**config.mk**
```make
export PLATFORM = sky130hd
export DESIGN_NAME = ddr3_dq_dir_ctrl
export DESIGN_NICKNAME = d
export VERILOG_FILES = /design/src/rtl/ddr3_dq_dir_ctrl.sv
export SDC_FILE = /design/constraint.sdc
export NUM_CORES = 1
export LEC_CHECK = 0
export BUFFER_PORTS_ARGS = -buffer_cell sky130_fd_sc_hd__buf_2
export CORE_MARGIN = 2
export CORE_UTILIZATION = 49
export CTS_CLUSTER_DIAMETER = 100
export DETAILED_ROUTE_END_ITERATION = 8
export HOLD_SLACK_MARGIN = 0.02
export PLACE_DENSITY_LB_ADDON = 0.05
export SLEW_MARGIN = 5
export SYNTH_ARGS = -nofsm -noshare
export SYNTH_HDL_FRONTEND = slang
export SYNTH_SLANG_ARGS = --single-unit
```
**constraint.sdc**
```tcl
create_clock -name i_controller_clk -period 1.9 [get_ports i_controller_clk]
set_input_delay 0.19 -clock i_controller_clk [delete_from_list [all_inputs] [get_ports i_controller_clk]]
set_output_delay 0.19 -clock i_controller_clk [all_outputs]
set_load 0.01 [all_outputs]
```
**src/rtl/ddr3_dq_dir_ctrl.sv**
```systemverilog
// DQ/DQS direction sequencer for one DDR3 byte-lane group.
// Arbitrates read/write bursts onto the shared DQ bus and drives the IOBUF
// tristate controls (T=1 high-Z, T=0 drive), inserting preamble, postamble
// and turnaround gaps. Every output is registered off the next-state value,
// so each output reflects the state entered at the same edge.
module ddr3_dq_dir_ctrl #(
  parameter int LANES             = 8,
  parameter int BURST_BEATS       = 4,
  parameter int PREAMBLE_CYCLES   = 1,
  parameter int POSTAMBLE_CYCLES  = 1,
  parameter int TURNAROUND_CYCLES = 2
) (
  input  logic             i_controller_clk,
  input  logic             i_rst_n,
  input  logic             i_wr_req,
  input  logic             i_rd_req,
  output logic             o_wr_gnt,
  output logic             o_rd_gnt,
  output logic [LANES-1:0] o_dq_t,
  output logic [LANES-1:0] o_dqs_t,
  output logic             o_wr_data_en,
  output logic             o_rd_capture_en,
  output logic             o_busy,
  output logic [2:0]       o_state
);

  localparam int MAX_A   = (BURST_BEATS > PREAMBLE_CYCLES) ? BURST_BEATS : PREAMBLE_CYCLES;
  localparam int MAX_B   = (POSTAMBLE_CYCLES > TURNAROUND_CYCLES) ? POSTAMBLE_CYCLES : TURNAROUND_CYCLES;
  localparam int MAX_LEN = (MAX_A > MAX_B) ? MAX_A : MAX_B;
  localparam int CW      = $clog2(MAX_LEN) + 1;

  // Counter load values: each state runs for (length) cycles, counting down to 0.
  localparam logic [CW-1:0] PRE_LD  = CW'(PREAMBLE_CYCLES - 1);
  localparam logic [CW-1:0] BST_LD  = CW'(BURST_BEATS - 1);
  localparam logic [CW-1:0] POST_LD = CW'(POSTAMBLE_CYCLES - 1);
  localparam logic [CW-1:0] TURN_LD = CW'(TURNAROUND_CYCLES - 1);

  typedef enum logic [2:0] {
    IDLE    = 3'd0,
    WR_PRE  = 3'd1,
    WR_DATA = 3'd2,
    WR_POST = 3'd3,
    RD_DATA = 3'd4,
    TURN    = 3'd5
  } state_t;

  state_t        state, state_nxt;
  logic [CW-1:0] cnt, cnt_nxt;
  logic          last_wr, last_wr_nxt;   // 1 = last grant was a write
  logic          wr_gnt_nxt, rd_gnt_nxt;
  logic          cnt_done;

  assign cnt_done = (cnt == '0);

  // State, counter and round-robin history registers.
  always_ff @(posedge i_controller_clk or negedge i_rst_n) begin
    if (!i_rst_n) begin
      state   <= IDLE;
      cnt     <= '0;
      last_wr <= 1'b0;
    end else begin
      state   <= state_nxt;
      cnt     <= cnt_nxt;
      last_wr <= last_wr_nxt;
    end
  end

  // Next-state, counter reload and grant decisions.
  always_comb begin
    state_nxt   = state;
    cnt_nxt     = cnt_done ? cnt : cnt - CW'(1);
    last_wr_nxt = last_wr;
    wr_gnt_nxt  = 1'b0;
    rd_gnt_nxt  = 1'b0;
    unique case (state)
      IDLE: begin
        // Write wins if alone, or on a tie when the previous grant was a read.
        if (i_wr_req && (!i_rd_req || !last_wr)) begin
          wr_gnt_nxt  = 1'b1;
          last_wr_nxt = 1'b1;
          state_nxt   = WR_PRE;
          cnt_nxt     = PRE_LD;
        end else if (i_rd_req) begin
          rd_gnt_nxt  = 1'b1;
          last_wr_nxt = 1'b0;
          state_nxt   = RD_DATA;
          cnt_nxt     = BST_LD;
        end
      end
      WR_PRE: begin
        if (cnt_done) begin
          state_nxt = WR_DATA;
          cnt_nxt   = BST_LD;
        end
      end
      WR_DATA: begin
        if (cnt_done) begin
          // Chain another write with no postamble/preamble only if no read waits.
          if (i_wr_req && !i_rd_req) begin
            wr_gnt_nxt  = 1'b1;
            last_wr_nxt = 1'b1;
            cnt_nxt     = BST_LD;
          end else begin
            state_nxt = WR_POST;
            cnt_nxt   = POST_LD;
          end
        end
      end
      WR_POST: begin
        if (cnt_done) begin
          state_nxt = TURN;
          cnt_nxt   = TURN_LD;
        end
      end
      RD_DATA: begin
        if (cnt_done) begin
          state_nxt = TURN;
          cnt_nxt   = TURN_LD;
        end
      end
      TURN: begin
        if (cnt_done) state_nxt = IDLE;
      end
      default: begin
        state_nxt = IDLE;
        cnt_nxt   = '0;
      end
    endcase
  end

  // Registered pad controls and status, decoded from the state being entered.
  always_ff @(posedge i_controller_clk or negedge i_rst_n) begin
    if (!i_rst_n) begin
      o_wr_gnt        <= 1'b0;
      o_rd_gnt        <= 1'b0;
      o_dq_t          <= '1;
      o_dqs_t         <= '1;
      o_wr_data_en    <= 1'b0;
      o_rd_capture_en <= 1'b0;
      o_busy          <= 1'b0;
      o_state         <= 3'd0;
    end else begin
      o_wr_gnt        <= wr_gnt_nxt;
      o_rd_gnt        <= rd_gnt_nxt;
      o_dq_t          <= {LANES{state_nxt != WR_DATA}};
      o_dqs_t         <= {LANES{!(state_nxt inside {WR_PRE, WR_DATA, WR_POST})}};
      o_wr_data_en    <= (state_nxt == WR_DATA);
      o_rd_capture_en <= (state_nxt == RD_DATA);
      o_busy          <= (state_nxt != IDLE);
      o_state         <= state_nxt;
    end
  end

endmodule

```
==> results of run 1 <==
-- worst max-delay path by stage --
stage | start | cells past startpoint | to | slack, ns
floorplan | cnt[0] | 6 | cnt[0] | 0.46
global placement | cnt[0] | 6 | cnt[0] | 0.36
detailed placement | cnt[0] | 6 | cnt[0] | 0.25
CTS | cnt[0] | 6 | cnt[0] | 0.24
global route | cnt[0] | 6 | cnt[0] | 0.12
finish | cnt[0] | 6 | cnt[0] | 0.22
-- per-layer routing --
metal,up-vias,track usage [%]
met1,343,25.0
met2,30,28.5
met4,0,10.0
met5,-,0
met3,2,3.46
li1,363,-
-- report_power, final --
part	switching (uW)	internal, uW
Sequential	156	434
Clock	96.8	117
Combinational	507	412
Total	759	962
-- what timing repair did --
item / in CTS / in global routing
hold buffers: 1 / 0
setup endpoints to repair: 0 / 0
endpoints found under the hold margin: 12 / 0
-- metrics by stage --
stage	power (uW)	utilization [%]	area [um2]	hold WS, ns
after floorplan	1370	-	906	-0.106
after global placement	1490	55.4	956	0.104
after detailed placement	1510	55.4	956	0.104
after CTS	1730	58.0	1000	0.203
after global routing	1880	58.0	1000	0.234
final	1720	58.0	1000	0.205
-- state kept, by name (all words and copies together), names as in the netlist --
register         cells
cnt                  3
last_wr              1
o_busy               1
o_dq_t               1
o_dqs_t              1
o_rd_capture_en      1
o_rd_gnt             1
o_state              3
o_wr_data_en         1
o_wr_gnt             1
-- cells by family after synthesis --
group	count (synthesis)	synth area share (%)
AND/OR/NAND/NOR	33	19.6
AO/OA/AOI/OAI	26	20.0
buffers and inverters	24	16.6
flip-flops	14	39.0
adder cells (fa/ha/maj)	2	2.76
XOR/XNOR	1	0.967
multiplexers	1	1.11
-- worst register-to-register path: stages (launching register included) --
cell and delay, ns:
dfrtp_1 0.41, inv_1 0.11, ha_1 0.25, nor2b_1 0.35, a21boi_0 0.15, o221ai_1 0.18, nand3_1 0.10
-- cells in the final DEF (no fill, tap or decap), types with 3 or more instances in the layout --
cell and instances:
buf_2 27, dfrtp_1 12, nor2_1 10, a21oi_1 6
inv_1 5, nand2_1 5, o21ai_0 4, nand3_1 4
clkbuf_4 3
-- final cells by class --
class                           instances  share of cell area [%]
Multi-Input combinational cell         63                    40.2
Inverter                                5                    1.87
Timing Repair Buffer                   30                    16.0
Tap cell                               25                    3.12
Sequential cell                        14                    35.2
Clock buffer                            4                    3.62
==> metrics.csv, run 1 <==
stage;metric;value;unit
power;Pleak;0.000475;uW
synthesis;post-synth cell types;37;
floorplan;die area;2210;um2
worst_hold_path;hold depth;2;
worst_setup_path;Critical Path, Cell by Cell;inv_1, ha_1, nor2b_1, a21boi_0, o221ai_1, nand3_1;
synthesis;Synth top cells by count;buf_4 (15), dfrtp_1 (12), nor2_1 (10);
power;Power Density;1720;nW/um2
routing;DRC;0;
clock_network;PostCTS Resize Cnt;0;
worst_setup_path;Worst R2R Start;cnt[0];
worst_setup_path;crit-path max FO;5;
synthesis;number of synthesis warnings;0;
worst_setup_path;Crit. End Element;flop;
place;Post-DP HPWL;1270;um
global_routing;grt total ovfl;0;
routing;Post-DRT Antenna Nets;0;
floorplan;die height;47.0;um
worst_setup_path;r2r endpoint;cnt[0];
final_layout;FF+latch area;353;um2
clock_network;clk_lat worst skew;0.28;ns
global_routing;pin count of the biggest net entering global routing;15;
routing;Routed WL per cell;12.7;um
routing;DRT Pass-1 Iters;4;
routing;routed wl met3;111;um
final_layout;Filler cells;167;
routing;initial drt markers;29;
final_layout;nets;123;
run;MaxCap Viol Count;0;
synthesis;largest area contributor in the netlist;dfrtp_1;
clock_network;root buffer cell;clkbuf_4;
synthesis;mapped cell area;906;um2
synthesis;Seq/Total Area, Yosys;39.0;%
synthesis;async set-reset flop share out of synthesis;100;%
synthesis;post-synthesis sequential element count;14;
place;gpl congestion;0.817;
worst_setup_path;WP buf/inv;1;
global_routing;all-layer global routing usage;18.7;%
worst_setup_path;Req. time, crit path;2.05;ns
global_routing;initial antenna violation count;0;
global_routing;vias in the first global route;603;
clock_network;Post-CTS Setup Bufs;0;
synthesis;syn_area_per_cell;8.97;um2
floorplan;row cnt;15;
final_layout;area taken by multi-input logic gates;403;um2
timing;Peak Freq;0.595;GHz
power;VDD IR-drop max;0.000825;V
synthesis;top cells by area, synth;dfrtp_1 (33%), buf_4 (12%), dfstp_2 (5.8%);
worst_setup_path;type of the worst setup path;reg -> reg;
routing;via count;738;
routing;metal1 wirelength;840;um
timing;# setup viols final;0;
worst_hold_path;Hold Crit Class;in -> reg;
floorplan;chip width;47.0;um
timing;Slew Limit Fails;0;
clock_network;CTS tree;done;
worst_setup_path;max incr delay on CP;0.41;ns
synthesis;Cells after Synth;101;
timing;fin crit period;1.68;ns
floorplan;Ports;28;
synthesis;Syn Nets;107;
routing;vias per std cell;5.23;
worst_hold_path;hold_sp;i_rd_req;
floorplan;total core area;1730;um2
clock_network;total CTS buffers;3;
worst_setup_path;cell family with most CP delay;simple AND/OR/NAND/NOR gates;
worst_setup_path;CP arrival;1.83;ns
worst_hold_path;WHS Endpoint;last_wr;
timing;Tcrit/Tclk final;88.4;%
synthesis;cell with the most instances after synthesis;buf_4;
clock_network;CTS max path bufs;2;
timing;RSZ-0062 raised after global routing;no;
place;post-place setup slack;0.253;ns
timing;Final Skew;0.00597;ns
routing;met2 WL post-DR;822;um
global_routing;global-route wire length before repair;2780;um
outcome;outcome;completed;
synthesis;ys flop type;dfrtp_1;
floorplan;effective utilization at floorplan;52.5;%
timing;fin worst setup slack;0.220;ns
worst_setup_path;Critical Path Start Type;flop;
synthesis;number of enable flip-flop cells after synthesis;0;
timing;Max transition margin;68.8;%
clock_network;CTS sink cnt;14;
final_layout;non-filler cells, final;141;
routing;top sig layer;met4;
final_layout;share of layout cells above drive strength 1;36.2;%
final_layout;ant diodes;0;
clock_network;Worst-path clk slew;0.09;ns
clock_network;H-tree depth;1;
timing;total negative setup slack;0;ns
place;I/O Buffers;27;
routing;drt total wl;1790;um
synthesis;post-synth top area share;33.1;%
timing;worst slew pin tran;0.467;ns
worst_setup_path;r2r setup slk;0.22;ns
final_layout;Syn-to-layout area delta;10.6;%
timing;Hold Violations, Final;0;
worst_setup_path;Slowest-stage cell, CP;dfrtp_1;
place;DP Cell Count;136;
worst_setup_path;reg2reg path depth;6;
Note: power is estimated with default switching activity, not from simulation.
==> run 2, diff against run 1 <==
--- a/config.mk
+++ b/config.mk
@@ -12,6 +12,7 @@
 export DETAILED_ROUTE_END_ITERATION = 8
 export HOLD_SLACK_MARGIN = 0.02
 export PLACE_DENSITY_LB_ADDON = 0.05
+export RECOVER_POWER = 100
 export SLEW_MARGIN = 5
 export SYNTH_ARGS = -nofsm -noshare
 export SYNTH_HDL_FRONTEND = slang
==> constraint.sdc (replaced) <==
create_clock -name i_controller_clk -period 1.8 [get_ports i_controller_clk]
set_input_delay 0.18 -clock i_controller_clk [delete_from_list [all_inputs] [get_ports i_controller_clk]]
set_output_delay 0.18 -clock i_controller_clk [all_outputs]
set_load 0.01 [all_outputs]
==> run 2 against run 1 <==
  * Sequential share of layout area up 1.2 points
  * Worst hold slack better by 0.028 ns
  * Combinational power down 2.8%
  * Count of clock-buffer cells in the layout unchanged
  * Utilization down 2.0 points
  * Power up 1.5%
  * Via count down 0.54%
  * Worst setup slack worse by 0.079 ns
  * Die area unchanged
  * Global-route usage down 0.61 points
  * Wire length up 1.7%
  * Critical path type unchanged
  * Largest cell class unchanged
==> metrics.csv, run 2 (synthesized netlist as in run 1, its figures left out) <==
stage;metric;value;unit;change
routing;DRC;0;;unchanged
place;Post-DP HPWL;1290;um;+1.6%
outcome;outcome;completed;;
worst_setup_path;crit-path max FO;8;;+3
final_layout;Syn-to-layout area delta;6.91;%;
timing;Tcrit/Tclk final;92.2;%;+3.8 points
power;VDD IR-drop max;0.000754;V;-8.6%
final_layout;non-filler cells, final;141;;unchanged
worst_setup_path;reg2reg path depth;6;;unchanged
global_routing;all-layer global routing usage;18.0;%;-0.61 points
timing;Peak Freq;0.602;GHz;+1.2%
final_layout;share of layout cells above drive strength 1;13.8;%;-22 points
worst_setup_path;r2r endpoint;o_state[0];;
power;Seq pwr share;36.2;%;+2.0 points
floorplan;total core area;1730;um2;unchanged
global_routing;vias in the first global route;603;;unchanged
timing;Final Skew;0.00778;ns;+0.00181 ns
floorplan;die area;2210;um2;unchanged
final_layout;ant diodes;0;;unchanged
timing;Hold Violations, Final;0;;unchanged
worst_setup_path;r2r setup slk;0.14;ns;-0.08 ns
final_layout;Filler cells;183;;+9.6%
place;placed cell areas;956;um2;unchanged
timing;Slew Limit Fails;0;;unchanged
timing;# setup viols final;0;;unchanged
clock_network;total CTS buffers;3;;unchanged
worst_hold_path;hold_sp;i_rd_req;;
final_layout;nets;123;;unchanged
clock_network;H-tree depth;1;;unchanged
timing;RSZ-0062 raised after global routing;no;;
final_layout;Core Util, Final;56.1;%;-2.0 points
worst_setup_path;Critical Path, Cell by Cell;inv_1, ha_1, nand2b_1, o21ai_2, nor2_1, o32ai_1;;
place;I/O Buffers;27;;unchanged
power;combinational power share;51.1;%;-2.3 points
worst_setup_path;Crit. End Element;flop;;
power;Design Power;1750;uW;+1.5%
place;DP Cell Count;136;;unchanged
routing;drt total wl;1820;um;+1.7%
worst_hold_path;Hold Crit Class;in -> reg;;
floorplan;Ports;28;;unchanged
clock_network;CTS tree;done;;
worst_setup_path;CP arrival;1.84;ns;about the same
worst_setup_path;type of the worst setup path;reg -> reg;;
clock_network;CTS max path bufs;2;;unchanged
timing;fin crit period;1.66;ns;-0.0205 ns
routing;via count;734;;-0.54%
clock_network;clk_lat worst skew;0.28;ns;about the same
routing;vias per std cell;5.21;;-0.54%
power;sw frac;45.7;%;+1.6 points
routing;Post-DRT Antenna Nets;0;;unchanged
global_routing;grt total ovfl;0;;unchanged
place;gpl congestion;0.850;;+4.0%
timing;Max transition margin;50.5;%;-18 points
final_layout;most common cell after layout, fill and taps aside;clkbuf_1;;
final_layout;area taken by multi-input logic gates;400;um2;-0.62%
final_layout;FF+latch area;353;um2;unchanged
floorplan;effective utilization at floorplan;52.5;%;unchanged
power;Pleak;0.000417;uW;-12%
worst_hold_path;hold depth;2;;unchanged
final_layout;biggest regs;cnt (3), o_state (3);;
floorplan;chip width;47.0;um;unchanged
floorplan;die height;47.0;um;unchanged
final_layout;cell area after layout;968;um2;-3.4%
worst_setup_path;Slowest-stage cell, CP;dfrtp_1;;
worst_setup_path;Worst R2R Start;cnt[0];;
clock_network;root buffer cell;clkbuf_4;;
timing;total negative setup slack;0;ns;unchanged
timing;worst slew pin tran;0.743;ns;+0.276 ns
global_routing;initial antenna violation count;0;;unchanged
global_routing;global-route wire length before repair;2730;um;-1.7%
worst_setup_path;Req. time, crit path;1.98;ns;-0.07 ns
worst_setup_path;Critical Path Start Type;flop;;
floorplan;row cnt;15;;unchanged
routing;Routed WL per cell;12.9;um;+1.7%
power;sw power;799;uW;+5.1%
power;Clock Power Share;12.7;%;+0.3 points
worst_hold_path;WHS Endpoint;last_wr;;
power;Power Internal;949;uW;-1.3%
worst_setup_path;max incr delay on CP;0.42;ns;about the same
run;MaxCap Viol Count;0;;unchanged
clock_network;CTS sink cnt;14;;unchanged
final_layout;leading cell types in the layout, fill and taps excluded;clkbuf_1 (23), dfrtp_1 (12), nor2_1 (10);;
power;Power Density;1800;nW/um2;+5.1%
global_routing;pin count of the biggest net entering global routing;16;;+1
clock_network;Post-CTS Setup Bufs;0;;unchanged
routing;initial drt markers;10;;-66%
routing;DRT Pass-1 Iters;4;;unchanged
clock_network;Worst-path clk slew;0.09;ns;about the same
run 2: timing repair:
action	4_1_cts	5_1_grt
gates resized for setup	0	0
hold endpoints to repair	12	0
hold buffers	1	0
run 2: worst max path at each step:
stage	startpoint	endpoint	slack, ns
after CTS	cnt[0]	cnt[0]	0.15
final	cnt[0]	o_state[0]	0.14
after detailed placement	cnt[0]	cnt[0]	0.16
after global routing	cnt[0]	cnt[1]	0.02
after global placement	cnt[0]	cnt[0]	0.26
after floorplan	cnt[0]	cnt[0]	0.36
run 2: final cells by class:
cell class,count,share of cell area (%)
repair buffers,30,13.3
clock buffers,4,3.75
multi-input cells,63,41.3
well taps,25,3.23
inverters,5,1.94
flip-flops and latches,14,36.4
run 2: power by group through the flow:
stage | Sequential (uW) | Combinational [uW] | Clock [uW]
after detailed placement | 640 | 955 | 0
after global routing | 668 | 1010 | 251
final | 633 | 893 | 223
after floorplan | 600 | 845 | 0
after CTS | 634 | 961 | 234
after global placement | 628 | 943 | 0
run 2: worst max-delay path: cells and delay by family, from the launching register on:
kind | cells | cell delay (ns)
adders and majority gates | 1 | 0.23
and+or+nand+nor | 2 | 0.31
buffers and inverters | 1 | 0.11
DFF | 1 | 0.42
AOI/OAI and AO/OA | 2 | 0.48
run 2: layer usage:
layer / vias to the layer above / global-route usage [%] / wire length, um
met5: - / 0 / 0
met4: 0 / 8.33 / 14
met3: 2 / 3.46 / 129
met2: 32 / 26.6 / 816
met1: 335 / 25.5 / 858
li1: 365 / - / -
run 2: per-stage QoR:
step	hold slack [ns]	setup WS (ns)
2_1_floorplan	-0.116	0.362
3_3_place_gp	0.0889	0.259
3_5_place_dp	0.0951	0.161
4_1_cts	0.204	0.151
5_1_grt	0.258	0.0187
6_report	0.233	0.140
==> run 3, diff against run 2 <==
--- a/config.mk
+++ b/config.mk
@@ -7,7 +7,7 @@
 export LEC_CHECK = 0
 export BUFFER_PORTS_ARGS = -buffer_cell sky130_fd_sc_hd__buf_2
 export CORE_MARGIN = 2
-export CORE_UTILIZATION = 49
+export CORE_UTILIZATION = 53
 export CTS_CLUSTER_DIAMETER = 100
 export DETAILED_ROUTE_END_ITERATION = 8
 export HOLD_SLACK_MARGIN = 0.02
==> constraint.sdc (replaced) <==
create_clock -name i_controller_clk -period 2.2 [get_ports i_controller_clk]
set_input_delay 0.22 -clock i_controller_clk [delete_from_list [all_inputs] [get_ports i_controller_clk]]
set_output_delay 0.22 -clock i_controller_clk [all_outputs]
set_load 0.01 [all_outputs]
==> run 3 against run 2 <==
  * Critical path depth did not move
  * Count of clock-buffer cells in the layout down 1
  * Clock skew increased by 0.0063 ns
  * Sequential power fell by 16%
  * Fmax is 4.4% lower
  * Cell count fell by 8.5%
==> metrics.csv, run 3 (synthesized netlist as in run 1, its figures left out) <==
stage;metric;value;unit;change
worst_setup_path;Slowest-stage cell, CP;dfrtp_1;;
floorplan;row cnt;14;;-1
clock_network;clk_lat worst skew;0.28;ns;about the same
routing;drt total wl;1680;um;-7.6%
outcome;outcome;completed;;
clock_network;Post-CTS Setup Bufs;0;;unchanged
worst_setup_path;Worst path depth;6;;unchanged
global_routing;vias in the first global route;604;;+0.17%
place;I/O Buffers;27;;unchanged
place;gpl congestion;0.870;;+2.3%
final_layout;biggest regs;cnt (3), o_state (3);;
final_layout;Filler cells;153;;-16%
floorplan;Ports;28;;unchanged
timing;# setup viols final;0;;unchanged
floorplan;die height;45.3;um;-3.5%
worst_hold_path;Hold Crit Class;in -> reg;;
worst_setup_path;Critical Path, Cell by Cell;inv_1, ha_1, nand2b_1, o21ai_0, nor2_1, o32ai_1;;
worst_setup_path;Req. time, crit path;2.38;ns;+0.40 ns
power;Pleak;0.000399;uW;-4.3%
floorplan;effective utilization at floorplan;58.1;%;+5.6 points
worst_setup_path;Crit. End Element;flop;;
routing;initial drt markers;31;;+21
global_routing;global-route wire length before repair;2700;um;-1.3%
clock_network;CTS sink cnt;14;;unchanged
timing;Hold Violations, Final;0;;unchanged
timing;Tcrit/Tclk final;78.9;%;-13 points
final_layout;nets;121;;-1.6%
timing;fin crit period;1.74;ns;+0.0759 ns
worst_setup_path;WP buf/inv;1;;unchanged
clock_network;PostCTS Resize Cnt;0;;unchanged
final_layout;area taken by multi-input logic gates;397;um2;-0.94%
timing;RSZ-0062 raised after global routing;no;;
power;VDD IR-drop max;0.000677;V;-10%
worst_setup_path;r2r endpoint;o_state[0];;
worst_setup_path;Worst setup endpoint;o_state[0];;
final_layout;ant diodes;0;;unchanged
clock_network;hold buffers post-CTS;1;;unchanged
worst_setup_path;reg2reg path depth;6;;unchanged
run;MaxCap Viol Count;0;;unchanged
final_layout;most common cell after layout, fill and taps aside;clkbuf_1;;
final_layout;leading cell types in the layout, fill and taps excluded;clkbuf_1 (23), dfrtp_1 (12), nor2_1 (10);;
clock_network;total CTS buffers;3;;unchanged
clock_network;root buffer cell;clkbuf_4;;
global_routing;initial antenna violation count;0;;unchanged
worst_setup_path;r2r setup slk;0.46;ns;+0.32 ns
power;Power Density;1470;nW/um2;-18%
routing;vias per std cell;5.68;;+9.2%
timing;worst slew pin tran;0.733;ns;-0.00967 ns
floorplan;chip width;45.3;um;-3.5%
floorplan;die area;2060;um2;-6.9%
worst_setup_path;crit path from;cnt[0];;
routing;Post-DRT Antenna Nets;0;;unchanged
worst_setup_path;Critical Path Start Type;flop;;
global_routing;grt total ovfl;0;;unchanged
timing;Final Skew;0.0141;ns;+0.00629 ns
place;Post-DP HPWL;1170;um;-8.9%
routing;via count;733;;-0.14%
timing;Peak Freq;0.576;GHz;-4.4%
routing;DRC;0;;unchanged
clock_network;CTS max path bufs;2;;unchanged
timing;Max transition margin;51.1;%;+0.64 points
worst_setup_path;max incr delay on CP;0.42;ns;about the same
clock_network;CTS tree;done;;
global_routing;pin count of the biggest net entering global routing;21;;+5
worst_setup_path;CP arrival;1.92;ns;+0.08 ns
final_layout;FF+latch area;353;um2;unchanged
worst_setup_path;crit-path max FO;8;;unchanged
worst_setup_path;type of the worst setup path;reg -> reg;;
floorplan;total core area;1560;um2;-9.7%
worst_setup_path;cell family with most CP delay;compound AO/OA/AOI/OAI gates;;
clock_network;H-tree depth;1;;unchanged
global_routing;all-layer global routing usage;18.5;%;+0.48 points
timing;Slew Limit Fails;0;;unchanged
routing;DRT Pass-1 Iters;4;;unchanged
worst_setup_path;Worst R2R Start;cnt[0];;
clock_network;Worst-path clk slew;0.09;ns;about the same
final_layout;share of layout cells above drive strength 1;10.6;%;-3.2 points
timing;total negative setup slack;0;ns;unchanged
power;Design Power;1370;uW;-22%
final_layout;Syn-to-layout area delta;2.35;%;
routing;Routed WL per cell;13.0;um;+1.0%
-- run 3: cell count changes in the layout (fill, tap and decap cells not counted) --
cell	change
buf_2	-1
buf_4	-1
clkbuf_8	-1
o21ai_0	+1
o21ai_2	-1
-- run 3: area by class of cell --
type                    instances  share of cell area [%]
inverters                       5                    2.02
clock buffers                   3                    2.43
multi-input cells              63                    42.8
repair buffers                 28                    12.6
flip-flops and latches         14                    38.1
well taps                      16                    2.16
-- run 3: metrics by stage --
stage	hold WS (ns)	cell area, um2	worst slack, ns	utilization [%]	std cells
finish	0.266	927	0.464	59.5	129
global route	0.294	927	0.305	59.5	129
CTS	0.232	962	0.542	61.7	129
detailed placement	0.129	930	0.556	59.6	125
global placement	0.129	930	0.667	59.6	125
floorplan	-0.0756	906	0.762	-	101
-- run 3: report_power, final --
part / total [uW] / leakage [uW] / switching (uW) / internal (uW)
clock: 141 / 0.0000138 / 77.9 / 63.3
combinational: 695 / 0.000218 / 403 / 292
sequential: 529 / 0.000167 / 159 / 369
total: 1370 / 0.000399 / 640 / 725
-- run 3: layer usage --
metal / track usage, % / vias up / share of wire, %
li1: - / 363 / -
met1: 23.8 / 332 / 47
met2: 28.9 / 34 / 46
met3: 4.80 / 4 / 5.7
met4: 8.82 / 0 / 1.2
met5: 0 / - / 0
-- run 3: how the worst min path moves through the flow --
| stage | slack, ns | end | startpoint | cells past startpoint |
|---|---|---|---|---|
| floorplan | -0.08 | cnt[0] | i_rst_n | 0 |
| global placement | 0.13 | o_state[0] | i_rst_n | 1 |
| detailed placement | 0.13 | o_wr_data_en | i_rst_n | 1 |
| CTS | 0.23 | last_wr | i_rd_req | 2 |
| global route | 0.29 | last_wr | i_rd_req | 2 |
| finish | 0.27 | last_wr | i_rd_req | 2 |
